==> src/rtl/stickman_motion_pkg.sv <==
// Shared constants and state encoding for the stickman vertical-motion block.
package stickman_motion_pkg;

  localparam logic [3:0] ST_WAIT = 4'b1000;
  localparam logic [3:0] ST_PLAY = 4'b0100;
  localparam logic [3:0] ST_WIN  = 4'b0010;
  localparam logic [3:0] ST_LOSE = 4'b0001;

  localparam logic [7:0] KEY_JUMP  = 8'h52;
  localparam logic [7:0] KEY_SPACE = 8'h2c;

  localparam logic [9:0] START_Y = 10'd300;
  localparam logic [9:0] STEP_UP = 10'd8;
  localparam logic [9:0] Y_MIN   = 10'd40;
  localparam logic [9:0] Y_MAX   = 10'd479;

  localparam logic signed [6:0] JUMP_V  = -7'sd12;
  localparam logic signed [6:0] GRAVITY = 7'sd1;
  localparam logic signed [6:0] VMAX    = 7'sd15;

  localparam logic [1:0] MAX_JUMPS = 2'd2;

  typedef enum logic [2:0] {HOLD, GROUND, RISE, FALL, FREEZE} motion_state_e;

  function automatic logic signed [10:0] sext_vel(input logic signed [6:0] v);
    return {{4{v[6]}}, v};
  endfunction

endpackage

==> src/rtl/stickman_motion_tick.sv <==
// frame_tick_gen: brings the asynchronous frame clock into Clk and emits a
// one-cycle pulse on each rising edge.
module frame_tick_gen (
  input  logic Clk,
  input  logic Reset,
  input  logic frame_clk,
  output logic frame_tick
);
  logic sync1, sync2, dly;

  always_ff @(posedge Clk) begin
    if (Reset) begin
      sync1 <= 1'b0;
      sync2 <= 1'b0;
      dly   <= 1'b0;
    end else begin
      sync1 <= frame_clk;
      sync2 <= sync1;
      dly   <= sync2;
    end
  end

  assign frame_tick = sync2 & ~dly;
endmodule

==> src/rtl/stickman_motion.sv <==
// Stickman vertical motion: ground following, double jump, gravity and landing,
// advanced once per frame tick and gated by the game status.
module stickman_motion
  import stickman_motion_pkg::*;
(
  input  logic       Clk,
  input  logic       Reset,
  input  logic       frame_clk,
  input  logic [7:0] keycode,
  input  logic [3:0] status,
  input  logic [9:0] GroundY,
  output logic [9:0] StickmanBottom,
  output logic [6:0] VelY,
  output logic       Airborne,
  output logic [1:0] JumpsLeft
);
  motion_state_e     state, state_n;
  logic [9:0]        bottom, bottom_n;
  logic signed [6:0] vel, vel_n, v_eff;
  logic [1:0]        jumps, jumps_n;
  logic              air, air_n;
  logic              frame_tick, jump_req, can_jump, landing, do_step;
  logic [7:0]        key_prev;
  logic signed [10:0] sum, grd;

  frame_tick_gen u_tick (
    .Clk       (Clk),
    .Reset     (Reset),
    .frame_clk (frame_clk),
    .frame_tick(frame_tick)
  );

  // Only a fresh transition onto the jump key arms a request; a held key does not.
  always_ff @(posedge Clk) begin
    if (Reset) begin
      key_prev <= 8'h00;
      jump_req <= 1'b0;
    end else begin
      key_prev <= keycode;
      if (keycode == KEY_JUMP && key_prev != KEY_JUMP) jump_req <= 1'b1;
      else if (frame_tick)                              jump_req <= 1'b0;
    end
  end

  // A ground jump takes its first airborne step with the launch velocity.
  assign v_eff    = (state == GROUND) ? JUMP_V : vel;
  assign sum      = $signed({1'b0, bottom}) + sext_vel(v_eff);
  assign grd      = $signed({1'b0, GroundY});
  assign can_jump = jump_req && (jumps != 2'd0);
  assign landing  = (state == FALL) && ($signed({1'b0, bottom}) <= grd) && (sum >= grd);

  always_comb begin
    state_n  = state;
    bottom_n = bottom;
    vel_n    = vel;
    jumps_n  = jumps;
    do_step  = 1'b0;
    if (status == ST_WAIT) begin
      state_n  = HOLD;
      bottom_n = START_Y;
      vel_n    = '0;
      jumps_n  = MAX_JUMPS;
    end else if (status == ST_WIN || status == ST_LOSE) begin
      state_n = FREEZE;
    end else begin
      case (state)
        HOLD: if (status == ST_PLAY) state_n = GROUND;
        GROUND: if (frame_tick) begin
          if (can_jump) do_step = 1'b1;
          else if (GroundY > bottom) begin
            vel_n   = '0;
            state_n = FALL;
          end else if (bottom - GroundY <= STEP_UP) bottom_n = GroundY;
        end
        RISE, FALL: if (frame_tick) begin
          if (landing) begin
            bottom_n = GroundY;
            vel_n    = '0;
            jumps_n  = MAX_JUMPS;
            state_n  = GROUND;
          end else do_step = 1'b1;
        end
        default: ;
      endcase
    end

    if (do_step) begin
      if (can_jump) jumps_n = jumps - 2'd1;
      if (state == GROUND)  vel_n = JUMP_V + GRAVITY;
      else if (can_jump)    vel_n = JUMP_V;
      else if (vel >= VMAX) vel_n = VMAX;
      else                  vel_n = vel + GRAVITY;
      if (sum < $signed({1'b0, Y_MIN})) begin
        bottom_n = Y_MIN;
        vel_n    = '0;
      end else if (sum > $signed({1'b0, Y_MAX})) bottom_n = Y_MAX;
      else bottom_n = sum[9:0];
      state_n = vel_n[6] ? RISE : FALL;
    end

    // Airborne is registered so it freezes along with everything else.
    air_n = (state_n == FREEZE) ? air : (state_n == RISE || state_n == FALL);
  end

  always_ff @(posedge Clk) begin
    if (Reset) begin
      state  <= HOLD;
      bottom <= START_Y;
      vel    <= '0;
      jumps  <= MAX_JUMPS;
      air    <= 1'b0;
    end else begin
      state  <= state_n;
      bottom <= bottom_n;
      vel    <= vel_n;
      jumps  <= jumps_n;
      air    <= air_n;
    end
  end

  assign StickmanBottom = bottom;
  assign VelY           = vel;
  assign JumpsLeft      = jumps;
  assign Airborne       = air;
endmodule

==> config.mk <==
export PLATFORM = sky130hd
export DESIGN_NAME = stickman_motion
export DESIGN_NICKNAME = d
export VERILOG_FILES = /design/src/rtl/stickman_motion_pkg.sv /design/src/rtl/stickman_motion_tick.sv /design/src/rtl/stickman_motion.sv
export SDC_FILE = /design/constraint.sdc
export NUM_CORES = 1
export LEC_CHECK = 0
export CORE_MARGIN = 2
export CORE_UTILIZATION = 48
export CTS_CLUSTER_DIAMETER = 30
export CTS_CLUSTER_SIZE = 30
export DETAILED_ROUTE_END_ITERATION = 12
export DONT_BUFFER_PORTS = 1
export PLACE_DENSITY_LB_ADDON = 0.25
export SYNTH_ARGS = -nofsm -noshare
export SYNTH_HDL_FRONTEND = slang
export SYNTH_SLANG_ARGS = --single-unit
export TNS_END_PERCENT = 100
==> constraint.sdc <==
create_clock -name Clk -period 14.25 [get_ports Clk]
set_input_delay 2.85 -clock Clk [delete_from_list [all_inputs] [get_ports Clk]]
set_output_delay 2.85 -clock Clk [all_outputs]
set_load 0.05 [all_outputs]
==> reports/qor.csv, run 1 <==
metric,value,unit
logic gate share of total power,20.1,%
CTS Root Cell,clkbuf_8,
RSZ-0062 raised after global routing,false,
core area,0.00592,sq mm
Chip Width,82.4,um
met2 WL post-DR,3410,um
Synth top area share,23.7,%
Max-Slew Margin vs Limit,37.3,%
Fillers,582,
fmax,181,MHz
Synth area leader,dfxtp_1,
# diodes,0,
Final setup violation count,0,
number of flops mapped to enable cells by yosys,0,
WS Path Type,flop to flop,
Antenna Nets Post-Route,0,
Worst-Skew Late Latency,0.29,ns
synth cell count leaders,"dfxtp_1, inv_1, nand2_1",
total track usage,22.8,%
DRT Wirelength,7350,um
post-CTS setup buffer count,0,
input/output buffers,0,
"Area growth, synth to finish",5.09,%
Mapped Cells,373,
grt total ovfl,0,
Rows,28,
dominant register cell in the synthesized netlist,dfxtp_1,
TritonCTS clock tree,yes,
mux share of post-synthesis cell area,0.678,%
H-Tree Depth,2,
Clock Skew,0.00656,ns
post-synthesis cell type count,67,
M1 WL,3390,um
xor-xnor portion of the synthesized cell area,3.52,%
CTS Buf Count,5,
"Seq/Total Area, Yosys",23.7,%
period utilization,38.7,%
slew of the pin with the lowest slew margin,0.936,ns
"flops & latches, synth",35,
switching power,67.1,uW
CP required,14.40,ns
synth warn,0,
GPL Wtd Cong,0.892,
vias in the first global route,2615,
Synth Cell Area,0.00295,sq mm
switching share of power,29.9,%
hpwl dp,5930,um
Max Cap Viol,0,
Cell Int Power,157,uW
dpl cell area,0.00301,sq mm
Sequential Power Share,47.7,%
die height,82.4,um
CP Launch Type,flop,
status,completed,
initial antenna violation count,0,
via count,2737,
total iterations of the first detailed-routing run,5,
minimum clock period,5.52,ns
global-route wire length before repair,12000,um
die area,0.00679,sq mm
Pwr Density,72.4,mW/mm^2
layout cells sized above 1,6.42,%
worst min-delay path class,flop to flop,
metal3 WL,357,um
I/O pin count,45,
largest family of logic cells by synthesized area,compound AO/OA/AOI/OAI gates,
post-route cell area,0.00310,sq mm
maximum vdd drop,0.0712,mV
"Async S/R FF share, synth",0,%
Synth Area in Compound Gates,29.9,%
initial detailed-routing violation count,189,
syn_nets,431,
wire per inst,16.4,um
Min Hold Slack,0.436,ns
Post-Route Setup TNS,0,ns
Simple-Gate Fraction of Synth Area,22.4,%
post_cts resized,0,
worst-path maximum fanout,13,
Clock Pin Slew Worst Setup and Hold Paths,0.07,ns
Highest Signal Layer,met4,
Leak Pwr,1.30,nW
Final Hold Fails,0,
clock sinks,35,
syn avg cell area,7.91,sq um
vias per inst,6.10,
Initial Utilization,49.9,%
DRC viols,0,
largest cells by area after synthesis,"dfxtp_1, ha_1, a21oi_1",
Adder-Cell Fraction of Synth Area,14.2,%
hold_buf cts,0,
max-slew violations,0,
Bufs on Longest Clock Path,2,
Critical Path Sink Type,flop,
crit path DAT,5.67,ns
Nets,432,
largest net degree at the start of global routing,26,
clock share of power,32.2,%
==> through the flow <==
step | util [%] | worst slack (ns) | cells | power, mW
floorplan | - | 9.06 | 373 | 0.145
global placement | 50.9 | 8.68 | 442 | 0.153
detailed placement | 50.9 | 8.58 | 442 | 0.154
CTS | 52.4 | 8.80 | 449 | 0.225
global route | 52.4 | 8.35 | 449 | 0.236
finish | 52.4 | 8.73 | 449 | 0.224
==> final timing paths <==
kind	end	start	slack [ns]	cells after the start
max	StickmanBottom[7]$_SDFFE_PP0P_	state[0]$_SDFF_PP0_	8.73	19
min reg2reg	u_tick.sync2$_SDFF_PP0_	u_tick.sync1$_SDFF_PP0_	0.44	1
min	u_tick.sync2$_SDFF_PP0_	u_tick.sync1$_SDFF_PP0_	0.44	1
max reg2reg	StickmanBottom[7]$_SDFFE_PP0P_	state[0]$_SDFF_PP0_	8.73	19
==> per-layer routing <==
layer | vias to the layer above | GRT usage (%)
met5 | - | 0
met4 | 0 | 9.00
met3 | 16 | 4.13
met2 | 77 | 36.8
met1 | 1275 | 30.0
li1 | 1369 | -
==> power by group through the flow <==
stage / clock, mW / sequential (mW) / combinational (mW)
after global routing: 0.0772 / 0.107 / 0.0509
final: 0.0722 / 0.107 / 0.0452
after global placement: 0 / 0.109 / 0.0434
after floorplan: 0 / 0.108 / 0.0371
after CTS: 0.0733 / 0.107 / 0.0448
after detailed placement: 0 / 0.109 / 0.0445
==> registers in the layout (all words and copies together) (netlist names) <==
register,count
u_tick.sync2,1
StickmanBottom,10
Airborne,1
u_tick.dly,1
JumpsLeft,2
key_prev,8
u_tick.sync1,1
VelY,7
jump_req,1
state,3
==> kinds of logic after synthesis <==
family / Yosys count
and+or+nand+nor: 127
adders and majority gates: 33
xor gates and xnor gates: 11
DFF: 35
buffers and inverters: 41
muxes: 2
AOI/OAI and AO/OA: 124
==> final cells by class <==
cell class,instances,area [sq um],share of cell area (%)
sequential,35,701,22.6
clock inverter,1,5.00,0.161
tap,75,93.8,3.03
inverter,35,131,4.24
clock buffer,6,82.6,2.66
multi-input combinational,297,2090,67.3
==> worst max-delay path, stage by stage, from the launching register on <==
cell and delay, ns:
dfxtp_1 0.41, nor3b_4 0.44, inv_1 0.22, nand2_1 0.21, inv_1 0.07, ha_1 0.30, a211oi_2 0.26, o21bai_2 0.12
o41a_1 0.34, or3_1 0.37, nand2_1 0.18, inv_1 0.11, ha_1 0.30, nand3_1 0.07, or2_2 0.27, o22ai_1 0.18
or3b_1 0.49, a21oi_2 0.46, and2_1 0.42, a221oi_1 0.16
==> cell usage in the layout (no fill, tap or decap), types with 4 or more instances in the layout <==
cell type,count
nor2_1,27
nand2_1,34
nor3_1,5
clkbuf_8,6
a221oi_1,5
dfxtp_1,35
nand2b_1,5
o41ai_1,4
a21o_1,8
nor2b_1,14
inv_1,35
a21oi_1,32
xnor2_1,8
nand4_1,6
o21ai_0,23
ha_1,32
o21ai_1,7
o211ai_1,6
o22ai_1,5
nand3_1,10
Note: power is estimated with default switching activity, not from simulation.
==> inputs of run 2 (changes only) <==
==> constraint.sdc (replaced) <==
create_clock -name Clk -period 5.55 [get_ports Clk]
set_input_delay 1.11 -clock Clk [delete_from_list [all_inputs] [get_ports Clk]]
set_output_delay 1.11 -clock Clk [all_outputs]
set_load 0.05 [all_outputs]
==> reports/qor.csv, run 2 (synthesis results as in run 1) <==
metric,value,unit,change
status,completed,,
hold_buf cts,0,,unchanged
post-CTS setup buffer count,0,,unchanged
period utilization,92.2,%,+54 points
crit path DAT,5.27,ns,-0.40 ns
total iterations of the first detailed-routing run,5,,unchanged
# diodes,0,,unchanged
post-route cell area,0.00322,sq mm,+3.9%
Nets,449,,+3.9%
layout cells sized above 1,10.2,%,+3.8 points
Fillers,561,,-3.6%
DRT Wirelength,7760,um,+5.5%
Antenna Nets Post-Route,0,,unchanged
wire per inst,16.6,um,+1.4%
Post-Route Setup TNS,0,ns,unchanged
most frequent cells in the layout,"dfxtp_1, inv_1, nand2_1",,
Max Cap Viol,0,,unchanged
TritonCTS clock tree,yes,,
Initial Utilization,49.9,%,unchanged
Rows,28,,unchanged
Tot Pwr,575,uW,+160%
vias per inst,6.16,,+1.1%
H-Tree Depth,2,,unchanged
"Largest stage delay, worst path",0.49,ns,about the same
CP dominant cell by count,inv_1,,
max-slew violations,0,,unchanged
Clock Skew,0.00724,ns,+0.000681 ns
Worst-Skew Late Latency,0.29,ns,about the same
Multi-input gate area,0.00209,sq mm,unchanged
pre-CTS WS,0.553,ns,-8.03 ns
Max-Slew Margin vs Limit,33.3,%,-4.1 points
Leak Pwr,1.39,nW,+6.3%
largest net degree at the start of global routing,26,,unchanged
CTS Buf Count,5,,unchanged
grt total ovfl,0,,unchanged
die area,0.00679,sq mm,unchanged
initial detailed-routing violation count,223,,+18%
WS Path Type,flop to flop,,
input/output buffers,0,,unchanged
RSZ-0062 raised after global routing,false,,
Critical Path Sink Type,flop,,
Crit-path slowest cell,or3b_1,,
GPL Wtd Cong,0.875,,-1.9%
dpl cell area,0.00314,sq mm,+4.2%
Pwr Density,178,mW/mm^2,+150%
minimum clock period,5.12,ns,-0.398 ns
PnR worst setup slack,0.433,ns,-8.30 ns
Bufs on Longest Clock Path,2,,unchanged
post_cts resized,0,,unchanged
global-route wire length before repair,12300,um,+2.5%
vias in the first global route,2630,,+0.57%
CP Cell Sequence,nor3b_4 > inv_1 > nand2_1 > inv_1 > ha_1 > a211oi_2 > o21bai_2 > o41a_1 > or3_1 > nand2_1 > inv_1 > ha_1 > nand3_1 > or2_2 > o22ai_1 > or3b_1 > a21oi_2 > and2_1 > a221oi_1,,
DRC viols,0,,unchanged
slew of the pin with the lowest slew margin,0.996,ns,+0.0609 ns
fmax,195,MHz,+7.8%
die height,82.4,um,unchanged
worst min-delay path class,flop to flop,,
hpwl dp,6290,um,+6.1%
maximum vdd drop,0.170,mV,+140%
clock sinks,35,,unchanged
Min Hold Slack,0.441,ns,+0.00516 ns
I/O pin count,45,,unchanged
Clock Pin Slew Worst Setup and Hold Paths,0.07,ns,about the same
CP required,5.70,ns,-8.70 ns
Final setup violation count,0,,unchanged
"Area growth, synth to finish",9.20,%,
Chip Width,82.4,um,unchanged
core area,0.00592,sq mm,unchanged
total track usage,23.6,%,+0.83 points
utilization after layout,54.4,%,+2.0 points
worst-path maximum fanout,13,,unchanged
Final Hold Fails,0,,unchanged
CP Launch Type,flop,,
Largest register FFs,10,,unchanged
CTS Root Cell,clkbuf_8,,
initial antenna violation count,0,,unchanged
placed insts,459,,+3.8%
Non-Filler Instances,467,,+4.0%
via count,2878,,+5.2%
register area,701,sq um,unchanged
## run 2: path summary, 6_finish.rpt
| check | from | to | slack (ns) | cells after the start |
|---|---|---|---|---|
| hold / removal | u_tick.sync1$_SDFF_PP0_ | u_tick.sync2$_SDFF_PP0_ | 0.44 | 1 |
| setup / recovery | state[1]$_SDFF_PP0_ | StickmanBottom[0]$_SDFFE_PP0P_ | 0.43 | 19 |
| setup reg to reg | state[1]$_SDFF_PP0_ | StickmanBottom[0]$_SDFFE_PP0P_ | 0.43 | 19 |
| hold reg to reg | u_tick.sync1$_SDFF_PP0_ | u_tick.sync2$_SDFF_PP0_ | 0.44 | 1 |
## run 2: final cells by class
class / instances / share of cell area (%)
flip-flops and latches: 35 / 21.7
repair buffers: 17 / 3.96
clock buffers: 7 / 2.37
multi-input cells: 297 / 64.8
inverters: 35 / 4.08
clock inverters: 1 / 0.155
well taps: 75 / 2.91
## run 2: critical path: cells and delay by family, from the launching register on
kind | cells | cell delay, ns
AND/OR/NAND/NOR | 8 | 2.19
AO/OA/AOI/OAI | 6 | 1.51
adder cells (fa/ha/maj) | 2 | 0.60
flip-flops | 1 | 0.38
buffers and inverters | 3 | 0.29
## run 2: layer usage
metal	vias up	share of wire [%]	GRT usage, %
li1	1401	-	-
met1	1360	42	29.6
met2	100	48	39.9
met3	17	7.0	5.22
met4	0	2.3	7.83
met5	-	0	0
## run 2: report_power, final
part / switching, mW / internal, mW
clock: 0.0902 / 0.0881
sequential: 0.00547 / 0.259
combinational: 0.0808 / 0.0516
total: 0.177 / 0.398
==> inputs of run 3 (changes only) <==
--- a/config.mk
+++ b/config.mk
@@ -5,6 +5,7 @@
 export SDC_FILE = /design/constraint.sdc
 export NUM_CORES = 1
 export LEC_CHECK = 0
+export ABC_AREA = 0
 export CORE_MARGIN = 2
 export CORE_UTILIZATION = 48
 export CTS_CLUSTER_DIAMETER = 30
==> results of run 3 <==
Same layout as run 2: the final DEF is identical, and so are final timing and power.
